==> src/rtl/afe_pkg.sv <==
// rtl/afe_pkg.sv - shared activation codes and FSM state type for afe_stream
package afe_pkg;

   localparam logic [2:0] FN_PRELU = 3'd0;
   localparam logic [2:0] FN_RELU  = 3'd1;
   localparam logic [2:0] FN_ID    = 3'd2;
   localparam logic [2:0] FN_ABS   = 3'd3;

   typedef enum logic [1:0] {
      IDLE = 2'd0,
      RUN  = 2'd1,
      DONE = 2'd2
   } state_e;

endpackage

==> src/rtl/afe_stream_if.sv <==
// rtl/afe_stream_if.sv - valid/ready operand stream into afe_stream
interface afe_stream_if;

   logic        in_valid;
   logic        in_ready;
   logic [31:0] x;

   modport master (output in_valid, output x, input in_ready);
   modport slave  (input in_valid, input x, output in_ready);

endinterface

==> src/rtl/afe_fn_unit.sv <==
// rtl/afe_fn_unit.sv - combinational float activation (PReLU, ReLU, identity, abs)
module afe_fn_unit
   import afe_pkg::*;
#(
   parameter int ALPHA_SHIFT = 3
) (
   input  logic [2:0]  fn_sel,
   input  logic [31:0] x,
   output logic [31:0] y
);

   logic       sgn;
   logic [7:0] expo;
   logic       special;

   assign sgn     = x[31];
   assign expo    = x[30:23];
   assign special = (expo == 8'd0) || (expo == 8'hFF);

   always_comb begin
      y = 32'h0000_0000;
      case (fn_sel)
         FN_PRELU: begin
            // Negative slope is a pure exponent decrement; underflow flushes to -0.
            if (special || !sgn)
               y = x;
            else if (expo <= 8'(ALPHA_SHIFT))
               y = 32'h8000_0000;
            else
               y = {sgn, expo - 8'(ALPHA_SHIFT), x[22:0]};
         end
         FN_RELU: y = sgn ? 32'h0000_0000 : x;
         FN_ID:   y = x;
         FN_ABS:  y = {1'b0, x[30:0]};
         default: y = 32'h0000_0000;
      endcase
   end

endmodule

==> src/rtl/afe_stream.sv <==
// rtl/afe_stream.sv - job FSM streaming activated operands into an external SRAM port
module afe_stream
   import afe_pkg::*;
#(
   parameter int DEPTH       = 1024,
   parameter int AW          = $clog2(DEPTH),
   parameter int ALPHA_SHIFT = 3
) (
   input  logic          clk,
   input  logic          rst,
   input  logic          start,
   input  logic [2:0]    fn_sel,
   afe_stream_if.slave   in_s,
   output logic          mem_cen,
   output logic          mem_wen,
   output logic [AW-1:0] mem_addr,
   output logic [31:0]   mem_d,
   output logic          busy,
   output logic          done
);

   localparam logic [AW:0] CNT_MAX = (AW+1)'(DEPTH);

   state_e        state_q, state_d;
   logic [AW:0]   cnt_q, cnt_d;
   logic [2:0]    fn_q, fn_d;
   logic          in_ready_q, in_ready_d;
   logic          busy_q, busy_d;
   logic          done_q, done_d;
   logic          mem_cen_q, mem_cen_d;
   logic          mem_wen_q, mem_wen_d;
   logic [AW-1:0] mem_addr_q, mem_addr_d;
   logic [31:0]   mem_d_q, mem_d_d;
   logic [31:0]   fn_y;
   logic          xfer;
   logic          start_ok;
   logic          last_wr;

   afe_fn_unit #(.ALPHA_SHIFT(ALPHA_SHIFT)) u_fn (
      .fn_sel (fn_q),
      .x      (in_s.x),
      .y      (fn_y)
   );

   always_comb begin
      xfer       = in_s.in_valid && in_ready_q;
      start_ok   = start && (state_q != RUN);
      last_wr    = !mem_cen_q && (cnt_q == CNT_MAX);
      state_d    = state_q;
      cnt_d      = cnt_q;
      fn_d       = fn_q;
      mem_addr_d = mem_addr_q;
      mem_cen_d  = 1'b1;
      mem_wen_d  = 1'b1;
      mem_d_d    = 32'h0000_0000;
      if (start_ok) begin
         state_d    = RUN;
         cnt_d      = '0;
         mem_addr_d = '0;
         fn_d       = fn_sel;
      end else if (state_q == RUN) begin
         // The accepted operand is activated and registered straight into the write port.
         if (xfer) begin
            cnt_d      = cnt_q + 1'b1;
            mem_cen_d  = 1'b0;
            mem_wen_d  = 1'b0;
            mem_d_d    = fn_y;
            mem_addr_d = cnt_q[AW-1:0];
         end
         if (last_wr)
            state_d = DONE;
      end
      in_ready_d = (state_d == RUN) && (cnt_d < CNT_MAX);
      busy_d     = (state_d == RUN);
      done_d     = (state_d == DONE);
   end

   always_ff @(posedge clk or negedge rst) begin
      if (!rst) begin
         state_q    <= IDLE;
         cnt_q      <= '0;
         fn_q       <= FN_PRELU;
         in_ready_q <= 1'b0;
         busy_q     <= 1'b0;
         done_q     <= 1'b0;
         mem_cen_q  <= 1'b1;
         mem_wen_q  <= 1'b1;
         mem_addr_q <= '0;
         mem_d_q    <= 32'h0000_0000;
      end else begin
         state_q    <= state_d;
         cnt_q      <= cnt_d;
         fn_q       <= fn_d;
         in_ready_q <= in_ready_d;
         busy_q     <= busy_d;
         done_q     <= done_d;
         mem_cen_q  <= mem_cen_d;
         mem_wen_q  <= mem_wen_d;
         mem_addr_q <= mem_addr_d;
         mem_d_q    <= mem_d_d;
      end
   end

   assign in_s.in_ready = in_ready_q;
   assign busy          = busy_q;
   assign done          = done_q;
   assign mem_cen       = mem_cen_q;
   assign mem_wen       = mem_wen_q;
   assign mem_addr      = mem_addr_q;
   assign mem_d         = mem_d_q;

endmodule

==> src/flat_wrapper.sv <==
// flat-port wrapper written by rule: the top's interface ports become plain ports
module afe_stream_flat import afe_pkg::*;
#(
   parameter int DEPTH       = 1024,
   parameter int AW          = $clog2(DEPTH),
   parameter int ALPHA_SHIFT = 3
)
  (clk, rst, start, fn_sel, mem_cen, mem_wen, mem_addr, mem_d, busy, done, in_s_in_valid, in_s_x, in_s_in_ready);
  afe_stream_if in_s_i ();
  input  logic clk;
  input  logic rst;
  input  logic start;
  input  logic [2:0] fn_sel;
  output logic mem_cen;
  output logic mem_wen;
  output logic [AW-1:0] mem_addr;
  output logic [31:0] mem_d;
  output logic busy;
  output logic done;
  input wire logic [$bits(in_s_i.in_valid)-1:0] in_s_in_valid;
  input wire logic [$bits(in_s_i.x)-1:0] in_s_x;
  output wire logic [$bits(in_s_i.in_ready)-1:0] in_s_in_ready;
  assign in_s_i.in_valid = in_s_in_valid;
  assign in_s_i.x = in_s_x;
  assign in_s_in_ready = in_s_i.in_ready;
  afe_stream #(.DEPTH(DEPTH), .AW(AW), .ALPHA_SHIFT(ALPHA_SHIFT)) u_core (.clk(clk), .rst(rst), .start(start), .fn_sel(fn_sel), .in_s(in_s_i), .mem_cen(mem_cen), .mem_wen(mem_wen), .mem_addr(mem_addr), .mem_d(mem_d), .busy(busy), .done(done));
endmodule
==> config.mk <==
export PLATFORM = sky130hd
export DESIGN_NAME = afe_stream_flat
export DESIGN_NICKNAME = d
export VERILOG_FILES = /design/src/rtl/afe_pkg.sv /design/src/rtl/afe_stream_if.sv /design/src/rtl/afe_fn_unit.sv /design/src/rtl/afe_stream.sv /design/src/flat_wrapper.sv
export SDC_FILE = /design/constraint.sdc
export NUM_CORES = 1
export LEC_CHECK = 0
export CORE_MARGIN = 4
export CORE_UTILIZATION = 47
export DETAILED_ROUTE_END_ITERATION = 16
export PLACE_DENSITY = 0.85
export SYNTH_ARGS = -nofsm -noshare
export SYNTH_HDL_FRONTEND = slang
export SYNTH_HIERARCHICAL = 1
export SYNTH_SLANG_ARGS = --single-unit
export TNS_END_PERCENT = 1
==> constraint.sdc <==
create_clock -name clk -period 2.2 [get_ports clk]
set_input_delay 0.66 -clock clk [delete_from_list [all_inputs] [get_ports clk]]
set_output_delay 0.66 -clock clk [all_outputs]
set_load 0.05 [all_outputs]
==> summary.md, run 1 <==
| Metric | Value |
|---|---|
| Global-route wire length before repair | `10.9 mm` |
| Core region area | `5960 um2` |
| Initial DRC Count | `188` |
| DRC | `0` |
| Avg Vias per Cell | `5.07` |
| Synth Net Count | `302` |
| Area Growth Syn to Fin | `44.5%` |
| Max-Slew Margin vs Limit | `37.0%` |
| Post-DP HPWL | `4.69 mm` |
| WL final | `6.62 mm` |
| Crit path launch type | `flip-flop` |
| #FFs+latches synth | `62` |
| Largest net degree at the start of global routing | `63` |
| CTS buffer count | `9` |
| Setup tns final | `0 ns` |
| # diodes | `0` |
| Synth cell types | `49` |
| Synth Instances | `259` |
| LEAKAGE | `2.02 nW` |
| Crit. End Element | `output port` |
| Avg Cell Area, Syn | `11.1 um2` |
| Design Area, Final | `4170 um2` |
| Die area | `7460 um2` |
| GP Congestion | `0.884` |
| Pwr dens | `967 nW/um2` |
| Initial antenna violation count | `0` |
| Fin crit period | `2.15 ns` |
| Worst-Skew Late Latency | `0.33 ns` |
| Vias in the first global route | `2,258` |
| Share of layout cells above drive strength 1 | `19.0%` |
| H-tree levels | `3` |
| Mapped cell area | `2890 um2` |
| Status | `finished clean` |
| I/O pins | `86` |
| Fmax | `0.465 GHz` |
| Fillers | `446` |
| WP data arrival | `1.49 ns` |
| Seq/Total Area, Yosys | `53.8%` |
| Count of final setup violators | `0` |
| Layout Cells excl Fill | `444` |
| Antenna Nets Post-Route | `0` |
| Grt total ovfl | `0` |
| Most used DFF post-synth | `dfrtp_1` |
| Reg clk slew, reported paths | `0.07 ns` |
| CP max FO | `2` |
| Die width | `86.4 um` |
| Clock root buffer | `clkbuf_8` |
| GRT Util Overall | `18.9%` |
| Cell Chain, Critical Path | `clkdlybuf4s50_1` |
| Ys async rst share | `100%` |
| DR pass1 iterations | `4` |
| Row count | `28` |
| Max-slew violations | `0` |
| Worst slew pin tran | `0.944 ns` |
| Wire per inst | `14.9 um` |
| Tcrit/Tclk final | `97.7%` |
| Placed cell count | `428` |
| Hold Path Class | `in -> async` |
| Ys Warns | `6` |
| Clk buf depth | `2` |
| Height of the chip | `86.4 um` |
| Slowest CP cell | `clkdlybuf4s50_1` |
| Most frequent cells in the layout | `clkdlybuf4s50_1 (67), dfrtp_1 (61), and2_1 (57)` |
| Starting Density | `48.5%` |
| TritonCTS clock tree | `yes` |
| WHS | `0.313 ns` |
| Port Buffers | `85` |
| Final total power | `4.04 mW` |
| Vias | `2,252` |
| Critical path's top delay family | `buffers and inverters` |
| Post CTS Setup Buffer Count | `0` |
| Commonest non-fill, non-tap cell in the layout | `clkdlybuf4s50_1` |
| Maximum cell stage delay along the critical path | `0.81 ns` |
| Hold Violations, Final | `0` |
| VDD IR-drop max | `0.625 mV` |
| Max Cap Violations | `0` |
| Num Clock Sinks | `62` |
| Critical Setup Path Class | `reg -> out` |
| DP Area | `3900 um2` |
| Clk_skew | `0.0113 ns` |
| Critical path required time | `1.54 ns` |
| NumNets Final | `407` |
| Crit path buffers/inverters | `1` |
| Post-synth EDFFs | `0` |
cell usage after synthesis, types with 3 or more instances:
cell | n | area [um2]
nand4_1 | 3 | 18.8
nor4_4 | 3 | 63.8
inv_1 | 8 | 30.0
buf_6 | 4 | 45.0
nor2_1 | 17 | 63.8
and2_1 | 57 | 357
nand3_1 | 6 | 30.0
dfrtp_1 | 61 | 1530
a22o_1 | 10 | 87.6
o21ai_0 | 6 | 30.0
a21oi_1 | 8 | 40.0
mux2_2 | 5 | 56.3
ha_1 | 4 | 50.1
xnor2_1 | 6 | 52.6
nand2_1 | 12 | 45.0
nor3_1 | 5 | 25.0
clkbuf_1 | 6 | 22.5
worst paths after layout:
check | startpoint | to | slack, ns | cells after the start
setup / recovery | u_core/mem_addr[3] | mem_addr[3] | 0.05 | 1
setup reg to reg | u_core/state_q[1] | u_core/mem_addr[3] | 0.36 | 3
hold reg to reg | u_core/mem_addr[7] | u_core/mem_addr[7] | 0.48 | 2
min in group clk | u_core/mem_addr[7] | u_core/mem_addr[7] | 0.48 | 2
max in group asynchronous | rst | u_core/mem_d[17] | 1.58 | 2
hold / removal | rst | u_core/mem_d[3] | 0.31 | 2
state kept, by name (all words and copies together), names as in the netlist:
signal,cells
u_core/mem_d,32
u_core/busy,1
u_core/done,1
u_core/mem_addr,10
u_core/mem_wen,1
u_core/fn_q,3
u_core/in_s.in_ready,1
u_core/cnt_q,11
u_core/state_q,2
kinds of logic after synthesis:
kind of cell,count (synthesis),synth area share (%)
adders and majority gates,4,1.73
buffers and inverters,22,4.20
xor gates and xnor gates,8,2.43
AOI/OAI and AO/OA,39,10.3
DFF,62,53.8
and+or+nand+nor,119,25.7
muxes,5,1.95
final cells by class:
cell class                 count  area, um2  share of cell area (%)
multi-input combinational    175       1220                    29.3
inverter                       9       33.8                   0.810
clock inverter                 3       65.1                    1.56
sequential                    62       1550                    37.2
clock buffer                  13        169                    4.05
timing repair buffer         107       1040                    24.8
tap                           75       93.8                    2.25
power by group:
group	total [mW]	switching, mW	internal (mW)	leakage, nW
clock network	1.14	0.412	0.730	0.120
logic	1.46	0.854	0.609	1.08
registers	1.43	0.121	1.31	0.823
metrics by stage:
stage	utilization, %	setup WS, ns
2_1_floorplan	-	0.211
3_3_place_gp	65.5	-0.284
3_5_place_dp	65.5	-0.315
4_1_cts	69.5	0.00950
5_1_grt	70.1	-0.0112
6_report	70.1	0.0505
timing repair:
action | CTS | global route
hold buffers | 0 | 0
endpoints found under the setup margin | 0 | 30
gates resized for setup | 0 | 14
layer usage:
metal / global-route usage, % / wire length, um / vias up
li1: - / - / 1090
met1: 25.1 / 2830 / 1071
met2: 29.4 / 3220 / 81
met3: 4.75 / 448 / 10
met4: 8.07 / 116 / 0
met5: 0 / 0 / -
Power figures use the tool's default switching activity.
==> run 2, diff against run 1 <==
SETUP_SLACK_MARGIN = 0.02   (was default)
SLEW_MARGIN = 40   (was default)
==> summary.md, run 2 (synthesis gave the netlist of run 1 again) <==
| Metric | Value |
|---|---|
| Status | `finished clean` |
| Crit path launch type | `flip-flop` |
| Crit. End Element | `output port` |
| Count of final setup violators | `0` |
| Crit path buffers/inverters | `1` |
| R2r startpoint | `u_core/fn_q[2]` |
| Max FFs per register | `32` |
| Share of layout cells above drive strength 1 | `19.5%` |
| Fin crit period | `2.12 ns` |
| LEAKAGE | `2.11 nW` |
| CP endpoint | `mem_d[21]` |
| GRT Util Overall | `18.9%` |
| Row count | `28` |
| Fin util | `70.4%` |
| Global-route wire length before repair | `10.9 mm` |
| Tcrit/Tclk final | `96.6%` |
| Grt met3 use | `4.75%` |
| Starting Density | `48.5%` |
| Slowest CP cell | `clkdlybuf4s50_1` |
| Maximum cell stage delay along the critical path | `0.80 ns` |
| Die width | `86.4 um` |
| RSZ-0062 raised after global routing | `no` |
| Worst-Skew Late Latency | `0.33 ns` |
| Antenna Nets Post-Route | `0` |
| Area Growth Syn to Fin | `45.2%` |
| Hold-fix buffers, CTS | `0` |
| Critical path required time | `1.54 ns` |
| Routing usage on met2 | `29.4%` |
| Critical Setup Path Class | `reg -> out` |
| Num Clock Sinks | `62` |
| Largest net degree at the start of global routing | `63` |
| Hold Violations, Final | `0` |
| Worst slew pin tran | `0.531 ns` |
| DRC | `0` |
| Initial DRC Count | `182` |
| # diodes | `0` |
| Design Area, Final | `4190 um2` |
| H-tree levels | `3` |
| WP data arrival | `1.46 ns` |
| Hold Path Class | `in -> async` |
| Height of the chip | `86.4 um` |
| Clock root buffer | `clkbuf_8` |
| Pwr dens | `963 nW/um2` |
| Vias in the first global route | `2,258` |
| Max-Slew Margin vs Limit | `64.6%` |
| Max-slew violations | `0` |
| NumNets Final | `407` |
| GP Congestion | `0.884` |
| Worst Setup Slack, final | `0.0755 ns` |
| Clk_skew | `0.0103 ns` |
| M1 GR Usage | `25.1%` |
| Core region area | `5960 um2` |
| Max Cap Violations | `0` |
| Crit path launch | `u_core/mem_d[21]` |
| R2R depth | `6` |
| Fillers | `442` |
| Grt total ovfl | `0` |
| Die area | `7460 um2` |
| I/O pins | `86` |
| Initial antenna violation count | `0` |
| WL final | `6.64 mm` |
| Final total power | `4.04 mW` |
| CTS buffer count | `9` |
| GR peak layer | `met2` |
| FF-to-FF End | `u_core/mem_d[5]` |
| Clk buf depth | `2` |
| VDD IR-drop max | `0.625 mV` |
| Reg clk slew, reported paths | `0.07 ns` |
| Fmax | `0.471 GHz` |
| CP max FO | `1` |
| Commonest non-fill, non-tap cell in the layout | `dfrtp_1` |
| Critical path depth | `1` |
| Setup tns final | `0 ns` |
| DR pass1 iterations | `4` |
| Vias | `2,248` |
| Cell Chain, Critical Path | `clkdlybuf4s50_1` |
| Critical path's top delay family | `buffers and inverters` |
| Avg Vias per Cell | `5.06` |
| Wire per inst | `15.0 um` |
| Worst reg-to-reg setup slack | `0.47 ns` |
| Pre-CTS WS | `-0.315 ns` |
| TritonCTS clock tree | `yes` |
| Post-DP HPWL | `4.69 mm` |
| Port Buffers | `85` |
| Most frequent cells in the layout | `dfrtp_1 (61), clkdlybuf4s50_1 (60), and2_1 (57)` |
| DP Area | `3900 um2` |
run 2: final cells by class:
type                       count  area, um2  area share [%]
multi-input combinational    175       1230            29.3
inverter                       9       33.8           0.805
sequential                    62       1550            37.0
clock inverter                 3       65.1            1.55
clock buffer                  13        169            4.03
timing repair buffer         107       1050            25.0
tap                           75       93.8            2.24
run 2: metal layers:
layer / share of wire (%) / wire, um
met1: 43 / 2860
met2: 49 / 3230
met3: 6.7 / 445
met4: 1.5 / 101
met5: 0 / 0
run 2: how the worst min path moves through the flow:
| stage | cells after the start | startpoint | slack, ns | to |
|---|---|---|---|---|
| 3_3_place_gp | 2 | u_core/mem_addr[7] | 0.47 | u_core/mem_addr[7] |
| 5_1_grt | 2 | rst | 0.34 | u_core/cnt_q[8] |
| 6_report | 2 | rst | 0.33 | u_core/cnt_q[1] |
| 4_1_cts | 2 | rst | 0.34 | u_core/mem_d[3] |
| 2_1_floorplan | 0 | rst | 0.36 | u_core/busy |
| 3_5_place_dp | 2 | u_core/mem_addr[7] | 0.47 | u_core/mem_addr[7] |
run 2: stage by stage:
step,cells,hold slack (ns)
final,444,0.334
after CTS,444,0.336
after detailed placement,428,0.469
after global placement,428,0.466
after floorplan,259,0.364
after global routing,444,0.340
run 2: what timing repair did:
item,CTS,global route
gates cloned,0,0
endpoints found under the setup margin,2,38
setup buffers,0,0
endpoints found under the hold margin,0,0
resized for setup,1,21
pin swaps,0,2
run 2: where the power goes:
part | switching [mW] | internal, mW
Combinational | 0.861 | 0.607
Sequential | 0.118 | 1.31
Clock | 0.412 | 0.730
==> run 3, diff against run 2 <==
RECOVER_POWER = 100   (was default)
==> summary.md, run 3 (synthesis gave the netlist of run 1 again) <==
| Metric | Value |
|---|---|
| DR pass1 iterations | `4` |
| Hold-fix buffers, CTS | `0` |
| Crit. End Element | `output port` |
| R2R depth | `6` |
| VDD IR-drop max | `0.590 mV` |
| Max-slew violations | `0` |
| CTS buffer count | `9` |
| H-tree levels | `3` |
| Slowest CP cell | `clkdlybuf4s50_1` |
| Wire per inst | `15.1 um` |
| WP data arrival | `1.47 ns` |
| Count of final setup violators | `0` |
| Avg Vias per Cell | `5.13` |
| Clock root buffer | `clkbuf_8` |
| Vias in the first global route | `2,258` |
| Row count | `28` |
| Status | `finished with violations` |
| FF-to-FF End | `u_core/in_s.in_ready` |
| Max Cap Violations | `1` |
| Port Buffers | `85` |
| DRC | `0` |
| Fin crit period | `2.13 ns` |
| Initial DRC Count | `145` |
| Crit path buffers/inverters | `1` |
| Critical hold path startpoint | `u_core/mem_addr[7]` |
| Die area | `7460 um2` |
| RSZ-0062 raised after global routing | `no` |
| I/O pins | `86` |
| Hold Violations, Final | `0` |
| Fin util | `67.5%` |
| Critical path required time | `1.54 ns` |
| Cell Chain, Critical Path | `clkdlybuf4s50_1` |
| Global-route wire length before repair | `10.9 mm` |
| Post-DP HPWL | `4.69 mm` |
| Commonest non-fill, non-tap cell in the layout | `dfrtp_1` |
| Height of the chip | `86.4 um` |
| Antenna Nets Post-Route | `0` |
| Critical path's top delay family | `buffers and inverters` |
| GP Congestion | `0.884` |
| Grt total ovfl | `0` |
| Clk buf depth | `2` |
| Crit path launch | `u_core/mem_d[21]` |
| Failing checks | `capacitance limit` |
| Area Growth Syn to Fin | `39.2%` |
| TritonCTS clock tree | `yes` |
| Hold Path Class | `reg -> reg` |
| Worst-Skew Late Latency | `0.33 ns` |
| Starting Density | `48.5%` |
| Reg clk slew, reported paths | `0.07 ns` |
| Max FFs per register | `32` |
| Worst slew pin tran | `1.48 ns` |
| Critical Setup Path Class | `reg -> out` |
| Pwr dens | `983 nW/um2` |
| Worst reg-to-reg setup slack | `0.24 ns` |
| NumNets Final | `407` |
| WL final | `6.69 mm` |
| Num Clock Sinks | `62` |
| Largest net degree at the start of global routing | `63` |
| Post CTS Setup Buffer Count | `0` |
| Most frequent cells in the layout | `dfrtp_1 (61), clkdlybuf4s50_1 (59), and2_1 (38)` |
| Maximum cell stage delay along the critical path | `0.80 ns` |
| Hold Path Cell Cnt | `2` |
| Vias | `2,277` |
| Crit path launch type | `flip-flop` |
| Setup tns final | `0 ns` |
| Core region area | `5960 um2` |
| Tcrit/Tclk final | `96.7%` |
| Share of layout cells above drive strength 1 | `17.1%` |
| Clk_skew | `0.0103 ns` |
| # diodes | `0` |
| Fmax | `0.470 GHz` |
| Max-Slew Margin vs Limit | `1.00%` |
| Die width | `86.4 um` |
| Initial antenna violation count | `0` |
| LEAKAGE | `1.84 nW` |
| GRT Util Overall | `18.9%` |
| Hold Path End | `u_core/mem_addr[7]` |
| R2r startpoint | `u_core/cnt_q[0]` |
| CP max FO | `1` |
## run 3: area by class of cell
cell class / instances / area (um2)
repair buffers: 107 / 902
clock inverters: 3 / 65.1
clock buffers: 13 / 169
multi-input cells: 175 / 1200
flip-flops and latches: 62 / 1550
well taps: 75 / 93.8
fillers: 469 / 1940
inverters: 9 / 33.8
## run 3: worst max path at each step
| stage | to | slack (ns) | cells past startpoint |
|---|---|---|---|
| 2_1_floorplan | u_core/mem_d[25] | 0.21 | 6 |
| 3_3_place_gp | u_core/mem_d[25] | -0.28 | 7 |
| 3_5_place_dp | u_core/mem_d[25] | -0.31 | 7 |
| 4_1_cts | mem_addr[4] | 0.01 | 1 |
| 5_1_grt | u_core/cnt_q[8] | 0.02 | 7 |
| 6_report | mem_d[21] | 0.07 | 1 |
## run 3: metal layers
layer	GRT usage, %	part of all wire [%]
met1	25.1	43
met2	29.4	48
met3	4.75	7.3
met4	8.07	1.7
met5	0	0
## run 3: repair_timing
action	4_1_cts	5_1_grt
endpoints found under the setup margin	2	38
resized for setup	1	21
pin swaps	0	2
## run 3: where the power goes
group / switching (mW) / internal [mW] / leakage [nW]
Clock: 0.414 / 0.730 / 0.120
Sequential: 0.119 / 1.31 / 0.823
Combinational: 0.845 / 0.532 / 0.895
Total: 1.38 / 2.57 / 1.84
## run 3: through the flow
| step | setup slack (ns) | area, um2 | hold WS [ns] | power, mW | instances |
|---|---|---|---|---|---|
| after CTS | 0.0142 | 4140 | 0.336 | 4.07 | 444 |
| after detailed placement | -0.315 | 3900 | 0.469 | 2.92 | 428 |
| after global routing | 0.0178 | 4020 | 0.527 | 4.17 | 444 |
| after floorplan | 0.211 | 2890 | 0.364 | 2.43 | 259 |
| after global placement | -0.284 | 3900 | 0.466 | 2.88 | 428 |
| final | 0.0733 | 4020 | 0.478 | 3.95 | 444 |
